[config.mk]
export PLATFORM = sky130hd
export DESIGN_NAME = id_ex_stage
export DESIGN_NICKNAME = d
export VERILOG_FILES = /design/src/rtl/id_ex_stage.sv
export SDC_FILE = /design/constraint.sdc
export NUM_CORES = 1
export LEC_CHECK = 0
export ABC_AREA = 1
export BUFFER_PORTS_ARGS = -buffer_cell sky130_fd_sc_hd__buf_2
export CORE_MARGIN = 2
export CORE_UTILIZATION = 45
export CTS_BUF_LIST = sky130_fd_sc_hd__clkbuf_4 sky130_fd_sc_hd__clkbuf_8
export DETAILED_ROUTE_END_ITERATION = 8
export PLACE_DENSITY = 0.78
export SETUP_SLACK_MARGIN = 0.2
export SYNTH_ARGS = -nofsm -noshare
export SYNTH_HDL_FRONTEND = slang
export SYNTH_SLANG_ARGS = --single-unit
[constraint.sdc]
create_clock -name clk -period 1.85 [get_ports clk]
set_input_delay 0.0925 -clock clk [delete_from_list [all_inputs] [get_ports clk]]
set_output_delay 0.0925 -clock clk [all_outputs]
set_load 0.01 [all_outputs]
[src/rtl/id_ex_stage.sv]
// ---------------------------------------------------------------------------
// id_ex_stage
//
// This is the ID->EX pipeline register that feeds the ALU. On each rising
// edge it captures the decoded instruction from ID. It turns ALUOp, funct3
// and funct7[5] into the 4-bit ALU control code. It also applies EX/MEM and
// MEM/WB forwarding to the registered operands.
//
// Flow control, in priority order on every edge:
//   reset > flush > stall > load_use_stall > capture.
// The priorities work as follows:
//   - flush and a load-use hazard both load a bubble (all fields zero).
//   - stall holds every field, with one exception: a MEM/WB write that
//     matches a held source register is written into the held operand.
//     A producer that retires during the stall therefore stays visible.
//   - capture has a latency of one cycle from the id_* inputs to the ex_*
//     outputs.
//   - load_use_stall is combinational. While it is high, upstream must hold
//     the PC and IF/ID.
//
// Ports
//   clk, reset                  rising-edge clock; synchronous active-high reset
//   id_valid, stall, flush      flow control
//   id_*                        decoded fields from ID
//   exmem_*, memwb_*            forwarding sources
//   ex_valid, ex_alu_ctl        registered valid flag and ALU control code
//   ex_a, ex_b, ex_store_data   forwarded operands
//   ex_rd, ex_reg_write,
//   ex_mem_read, ex_mem_write   registered destination index and control bits
//   load_use_stall              hazard request to upstream
// ---------------------------------------------------------------------------
module id_ex_stage #(
    parameter int XLEN = 32,
    parameter int REGW = 5
) (
    input  logic            clk,
    input  logic            reset,
    input  logic            id_valid,
    input  logic            stall,
    input  logic            flush,
    input  logic [1:0]      id_alu_op,
    input  logic [2:0]      id_funct3,
    input  logic            id_funct7b5,
    input  logic            id_alu_src,
    input  logic [XLEN-1:0] id_rs1_val,
    input  logic [XLEN-1:0] id_rs2_val,
    input  logic [XLEN-1:0] id_imm,
    input  logic [REGW-1:0] id_rs1,
    input  logic [REGW-1:0] id_rs2,
    input  logic [REGW-1:0] id_rd,
    input  logic            id_reg_write,
    input  logic            id_mem_read,
    input  logic            id_mem_write,
    input  logic            exmem_reg_write,
    input  logic [REGW-1:0] exmem_rd,
    input  logic [XLEN-1:0] exmem_alu_out,
    input  logic            memwb_reg_write,
    input  logic [REGW-1:0] memwb_rd,
    input  logic [XLEN-1:0] memwb_wdata,
    output logic            ex_valid,
    output logic [3:0]      ex_alu_ctl,
    output logic [XLEN-1:0] ex_a,
    output logic [XLEN-1:0] ex_b,
    output logic [XLEN-1:0] ex_store_data,
    output logic [REGW-1:0] ex_rd,
    output logic            ex_reg_write,
    output logic            ex_mem_read,
    output logic            ex_mem_write,
    output logic            load_use_stall
);

    localparam logic [REGW-1:0] X0 = '0;

    // Registered EX fields
    logic            valid_q;
    logic [3:0]      alu_ctl_q;
    logic            alu_src_q;
    logic [XLEN-1:0] rs1_val_q;
    logic [XLEN-1:0] rs2_val_q;
    logic [XLEN-1:0] imm_q;
    logic [REGW-1:0] rs1_q;
    logic [REGW-1:0] rs2_q;
    logic [REGW-1:0] rd_q;
    logic            reg_write_q;
    logic            mem_read_q;
    logic            mem_write_q;

    // ALU control codes: 0 AND, 1 OR, 2 ADD, 6 SUB, 7 SLT
    function automatic logic [3:0] alu_decode(input logic [1:0] op,
                                              input logic [2:0] f3,
                                              input logic       f7b5,
                                              input logic       src);
        logic [3:0] ctl;
        ctl = 4'd2;
        case (op)
            2'b00: ctl = 4'd2;
            2'b01: ctl = 4'd6;
            2'b10: begin
                case (f3)
                    // SUB exists only in register form; for addi, bit 30 is immediate bits
                    3'b000:  ctl = (f7b5 && !src) ? 4'd6 : 4'd2;
                    3'b111:  ctl = 4'd0;
                    3'b110:  ctl = 4'd1;
                    3'b010:  ctl = 4'd7;
                    default: ctl = 4'd2;
                endcase
            end
            default: ctl = 4'd2;
        endcase
        return ctl;
    endfunction

    // Matches against the registered source indices. x0 never matches.
    logic exmem_hit_rs1, exmem_hit_rs2, memwb_hit_rs1, memwb_hit_rs2;
    assign exmem_hit_rs1 = exmem_reg_write && (exmem_rd != X0) && (exmem_rd == rs1_q);
    assign exmem_hit_rs2 = exmem_reg_write && (exmem_rd != X0) && (exmem_rd == rs2_q);
    assign memwb_hit_rs1 = memwb_reg_write && (memwb_rd != X0) && (memwb_rd == rs1_q);
    assign memwb_hit_rs2 = memwb_reg_write && (memwb_rd != X0) && (memwb_rd == rs2_q);

    logic [XLEN-1:0] fwd_rs1, fwd_rs2;
    always_comb begin
        fwd_rs1 = rs1_val_q;
        if (exmem_hit_rs1)      fwd_rs1 = exmem_alu_out;
        else if (memwb_hit_rs1) fwd_rs1 = memwb_wdata;
        fwd_rs2 = rs2_val_q;
        if (exmem_hit_rs2)      fwd_rs2 = exmem_alu_out;
        else if (memwb_hit_rs2) fwd_rs2 = memwb_wdata;
    end

    // A load in EX cannot forward its data until MEM, so any ID reader must
    // wait. rs2 counts as a reader when it feeds the ALU (register form) or
    // when it supplies store data.
    assign load_use_stall = id_valid && valid_q && mem_read_q && (rd_q != X0) &&
                            ((rd_q == id_rs1) ||
                             ((rd_q == id_rs2) && !id_alu_src) ||
                             ((rd_q == id_rs2) && id_mem_write));

    always_ff @(posedge clk) begin
        if (reset || flush || (!stall && load_use_stall)) begin
            valid_q     <= 1'b0;
            alu_ctl_q   <= 4'd0;
            alu_src_q   <= 1'b0;
            rs1_val_q   <= '0;
            rs2_val_q   <= '0;
            imm_q       <= '0;
            rs1_q       <= '0;
            rs2_q       <= '0;
            rd_q        <= '0;
            reg_write_q <= 1'b0;
            mem_read_q  <= 1'b0;
            mem_write_q <= 1'b0;
        end else if (stall) begin
            if (memwb_hit_rs1) rs1_val_q <= memwb_wdata;
            if (memwb_hit_rs2) rs2_val_q <= memwb_wdata;
        end else begin
            valid_q     <= id_valid;
            alu_ctl_q   <= id_valid ? alu_decode(id_alu_op, id_funct3, id_funct7b5, id_alu_src)
                                    : 4'd0;
            alu_src_q   <= id_alu_src;
            rs1_val_q   <= id_rs1_val;
            rs2_val_q   <= id_rs2_val;
            imm_q       <= id_imm;
            rs1_q       <= id_rs1;
            rs2_q       <= id_rs2;
            rd_q        <= id_rd;
            reg_write_q <= id_valid && id_reg_write;
            mem_read_q  <= id_valid && id_mem_read;
            mem_write_q <= id_valid && id_mem_write;
        end
    end

    assign ex_valid      = valid_q;
    assign ex_alu_ctl    = alu_ctl_q;
    assign ex_a          = fwd_rs1;
    assign ex_b          = alu_src_q ? imm_q : fwd_rs2;
    assign ex_store_data = fwd_rs2;
    assign ex_rd         = rd_q;
    assign ex_reg_write  = valid_q && reg_write_q;
    assign ex_mem_read   = valid_q && mem_read_q;
    assign ex_mem_write  = valid_q && mem_write_q;

endmodule
======== Word level (Yosys, flattened, before mapping) ========
Index checks and enable logic that the tools add are counted.
operators by class
  equal/unequal tests ..................... 11
  mux-type cells .......................... 11
  reductions and logical operators ........ 30
operators with widths
  kind                                            number
  two-way mux 32 bit                              7
  == test 5 bit                                   6
  logical AND 1 bit                               20
  nonzero test 5 bit                              3
  case mux 3 bit (4 select lines)                 1
  == test 3 bit (second input constant)           2
  case mux 3 bit (2 select lines)                 1
  logical OR 1 bit                                4
  two-way mux 4 bit                               1
  == test 3 x 2 -> 1 bit (second input constant)  1
  logical NOT 3 bit                               1
  two-way mux 3 bit                               1
  == test 2 x 1 -> 1 bit (second input constant)  1
  == test 2 bit (second input constant)           1
  logical NOT 1 bit                               2
word-level totals
  register bits ........................... 120
  input bits .............................. 202

======== Depth between registers and ports, before layout ========
  depth in word-level cells ............... 7
  depth in mapped cells ................... 11
  depth with buffers taken out ............ 10

======== Worst setup path before layout ========
No wires, ideal clock.
  path kind ............................... reg-to-output
  start ................................... register rs1_q[0]
  end ..................................... output ex_a[16]
  cell stages (with the launch flop) ...... 9
  buffers on the path ..................... 1
  arrival ................................. 1388 ps
  path slack .............................. 370 ps
  required time ........................... 1757 ps
  cells stage by stage .................... dfxtp_1 > xnor2_1 > nand2_1 > nor2_2 > nand2_2 > nor3_4 > buf_6 > nand2_1 > o21a_1
on the way
  cells in the longest elaborated chain, start to end .. 4
  elaborated cells on any way between the ends .. 6
  classes of those cells .................. 2 x eq/ne; 2 x mux; 2 x reduce/logical
RTL lines
  what                      line  source
  start: declaration        81    logic [REGW-1:0] rs1_q;
  start signal: assignment  163   rs1_q <= id_rs1;
  == test 5 bit             117   assign memwb_hit_rs1 = memwb_reg_write && (memwb_rd != X0) && (memwb_rd == rs1_q);
  logical AND 1 bit         117
  two-way mux 32 bit        --
  two-way mux 32 bit *      123   if (exmem_hit_rs1) fwd_rs1 = exmem_alu_out;
  end: declaration          62    output logic [XLEN-1:0] ex_a,
Mark *: on every way between the ends. The rest lies on a longest branch, timed or not.

======== Worst setup path after layout ========
  start ................................... register rs2_q[1]
  end ..................................... output ex_b[0]
on the way
  cells in the longest elaborated chain, start to end .. 5
  elaborated cells on any way between the ends .. 7
  classes of those cells .................. 2 x eq/ne; 3 x mux; 2 x reduce/logical
RTL lines
  what                      line  source
  start: declaration        82    logic [REGW-1:0] rs2_q;
  start signal: assignment  164   rs2_q <= id_rs2;
  == test 5 bit             118   assign memwb_hit_rs2 = memwb_reg_write && (memwb_rd != X0) && (memwb_rd == rs2_q);
  logical AND 1 bit         118
  two-way mux 32 bit        --
  two-way mux 32 bit *      126   if (exmem_hit_rs2) fwd_rs2 = exmem_alu_out;
  two-way mux 32 bit *      175   assign ex_b = alu_src_q ? imm_q : fwd_rs2;
  end: declaration          63    output logic [XLEN-1:0] ex_b,
Marked as above.

==> results.txt <==
----------------------------------------------------
[Status]
  Outcome ... complete, but fails checks
  Violations in the final reports ... negative setup slack

[Floorplanning]
  Row Count ... 47
  Vertical die dimension ... 134 um
  Placeable core region ... 16600 um2
  Width of the chip ... 134 um
  Die area ... 18100 um2
  Starting utilization of the core area ... 0.462
  I/O pin cnt ... 312

[Flow run]
  Maximum Capacitance Violations ... 0

[Pwr]
  Overall power consumption ... 0.00779 W
  Peak ir drop on the vdd network ... 542 uV
  Leakage Power ... 6.73 nW
  Power Density ... 569 nW/um2

[Route]
  Final WL ... 42.8 mm
  DR vias/cell ... 6.06
  First-pass iteration count of the detailed router ... 6
  Met1 Routed Length ... 14.0 mm
  Antenna violation net count after detailed routing ... 0
  Average routed wire per standard cell ... 23.2 um
  Iter 0 DRT Violations ... 1185
  Met2 wirelength from detailed routing ... 19.7 mm
  Top Layer Used ... met4
  Via total after detailed routing ... 11143
  DRC violation count after routing ... 0
  DR WL met3 ... 5.15 mm

[Final layout]
  Leading cell type in the layout, fill and taps excluded ... buf_2
  Proportion of layout cells with a drive suffix above 1 ... 0.471
  Layout overhead on the synthesized area ... 78.9%
  Most frequent cells in the layout ... buf_2, nand2_1, nor2_1
  Count of nets after finishing ... 1810
  Util after Layout ... 0.826
  Cell area after layout ... 13700 um2

[Clock tree]
  Sinks on the clock net ... 119
  Clock root buffer ... clkbuf_8
  Source-to-sink clock delay at the later pin of the worst-skew pair ... 0.47 ns
  Clock transition at path regs ... 0.08 ns
  CTS tree ... built
  Longest Clk Path Bufs ... 2
  # H-tree levels ... 4
  Total clock buffers created by CTS ... 17

[Worst setup path]
  FF-to-FF path depth ... 8
  Critical path peak fanout ... 8
  CP dominant cell by count ... nand2_1
  Data arrival time at the worst-slack endpoint ... 2.22 ns
  Data required, critical path ... 1.76 ns
  Crit Path Class ... reg2out
  Launching point of the worst reg2reg path ... ex_rd[4]
  Critical Path End Type ... output port
  Critical path's slowest cell ... dfxtp_2
  Critical path's largest stage delay ... 0.35 ns
  Endpoint of the most critical register-to-register path ... rs1_val_q[30]
  FF-to-FF setup slack ... 0.04 ns
  CP cell instances ... inv_2 > nand2_1 > nand2_1 > nand3_2 > nor2_4 > buf_6 > buf_12 > buf_16 > nand3_4 > nand3_4 > nand3_2 > nand2_1 > buf_2
  Critical Path Source Type ... register

[Global routing]
  All-layer global routing usage ... 0.357
  Number of antenna violations at the first check in global routing ... 0
  Via count of the first global-routing pass ... 9969
  Leftover overflow at the end of global routing ... 0
  First-pass GRT wire length ... 50.4 mm
  Maximum number of pins on one net before global-route repair ... 54

[Synthesis]
  Post-Syn Instances ... 1170
  Register area share after synthesis ... 0.311
  Leading cell types by total area after synthesis ... dfxtp_1, nand3_1, nand2_1
  Cell type with the highest aggregate area in the netlist ... dfxtp_1
  Ys Warns ... 0
  Cell area after synthesis ... 7650 um2
  Flip-flop and latch count after synthesis ... 119
  Synth top area share ... 0.311
  Post-Syn Area per Cell ... 6.54 um2
  Number of distinct library cells after synthesis ... 35
  Number of nets produced by synthesis ... 1374

[Placement]
  Dpl cell area ... 9540 um2
  Pre-CTS setup slack ... 0.134 ns
  Total half-perimeter wirelength after legalization and detailed placement ... 19.7 mm
  Port Buffers ... 310
  Weighted congestion reported at the end of routability-driven placement ... 0.913

[Timing]
  Portion of the clock cycle consumed by the worst path in the final layout ... 1.25
  Sum of negative setup slack ... -37.14 ns
  Tmin final ... 2.31 ns
  Post-Route Skew ... 0.0144 ns
  Number of failing setup endpoints in the final timing report ... 96
  PnR worst setup slack ... -0.462 ns
  RSZ-0062 raised after global routing ... yes
  Slew @ Worst Pin ... 0.740 ns
  Fmax ... 433 MHz
  Worst slew slack as a fraction of its limit ... 0.493
  Final count of pins violating max slew ... 0
  Endpoints failing hold ... 0

[Worst hold path]
  Hold Path Sink ... rs2_val_q[17]
  Launch instance of the worst min-delay path ... memwb_wdata[17]
  Hold-critical path depth ... 5
  Hold/Removal Path Class ... in2reg

----------------------------------------------------
## area by class of cell
| class | count | area, um2 |
|---|---|---|
| Sequential cell | 119 | 2400 |
| Tap cell | 220 | 275 |
| Multi-Input combinational cell | 915 | 6260 |
| Timing Repair Buffer | 497 | 4090 |
| Fill cell | 873 | 2890 |
| Clock inverter | 11 | 173 |
| Clock buffer | 21 | 277 |
| Antenna cell | 1 | 2.50 |
| Inverter | 56 | 213 |
## layer usage
metal / GRT usage / up-vias
met1: 0.400 / 5031
met3: 0.0865 / 372
met2: 0.600 / 1096
li1: - / 4644
met5: 0 / -
met4: 0.241 / 0
## logic make-up (layout without fill, tap and decap cells)
| group | after synthesis | in the layout | share of synthesized area |
|---|---|---|---|
| other | 1 | 2 | 0.000490 |
| flip-flops | 119 | 119 | 0.311 |
| AND/OR/NAND/NOR | 793 | 793 | 0.473 |
| XOR/XNOR | 25 | 25 | 0.0286 |
| buffers and inverters | 136 | 585 | 0.0834 |
| AO/OA/AOI/OAI | 55 | 55 | 0.0490 |
| adder cells (fa/ha/maj) | 2 | 2 | 0.00327 |
| multiplexers | 39 | 39 | 0.0510 |
## worst max-delay path by stage
stage / start / endpoint / slack (ns) / cells past startpoint
floorplan: rs1_q[0] / ex_a[16] / 0.37 / 8
global placement: rs2_q[0] / ex_b[30] / 0.18 / 10
detailed placement: rs2_q[0] / ex_store_data[21] / 0.13 / 9
CTS: rs1_q[1] / ex_a[9] / -0.32 / 10
global route: rs2_q[1] / ex_b[18] / -0.57 / 12
finish: rs2_q[1] / ex_b[0] / -0.46 / 13
## flip-flops by register name, indices dropped and copies added (netlist names)
signal,cells
ex_valid,1
rs1_val_q,32
alu_src_q,1
ex_alu_ctl,3
mem_write_q,1
mem_read_q,1
rs2_val_q,32
reg_write_q,1
rs2_q,5
rs1_q,5
ex_rd,5
imm_q,32
## report_power, final
group	internal [W]	switching, W	leakage [nW]
Clock	0.00157	0.00120	0.215
Sequential	0.00266	0.0000737	0.977
Combinational	0.00103	0.00125	5.54
Total	0.00526	0.00253	6.73
## per-stage QoR
stage | std cells | hold slack, ns
3_5_place_dp | 1656 | 0.347
3_3_place_gp | 1656 | 0.336
4_1_cts | 1818 | 0.00223
6_report | 1840 | 0.0188
5_1_grt | 1839 | 0.00616
2_1_floorplan | 1170 | 0.252
## what timing repair did
item | CTS | global route
resized for setup | 156 | 288
hold buffers | 110 | 0
cloned | 8 | 10
pin swaps | 29 | 105
endpoints found under the setup margin | 97 | 191
endpoints found under the hold margin | 109 | 0
setup buffers | 12 | 11
## synthesized netlist by cell type, drive strengths merged
master,number
and2,32
xnor2,9
a32oi,1
nand4,1
o21a,32
o21bai,1
nand3,232
nand3b,1
nand2,256
clkbuf,29
xor2,16
mux2i,39
a22oi,4
nor2,203
o21ai,11
dfxtp,119
conb,1
a21oi,6
inv,56
ha,2
or2,64
buf,51
nor3,4
## worst max-delay path, delay by kind of cell (launching register included)
family / cells / cell delay [ns]
buffers and inverters: 5 / 0.60
and+or+nand+nor: 8 / 0.80
DFF: 1 / 0.35
Power figures use the tool's default switching activity.
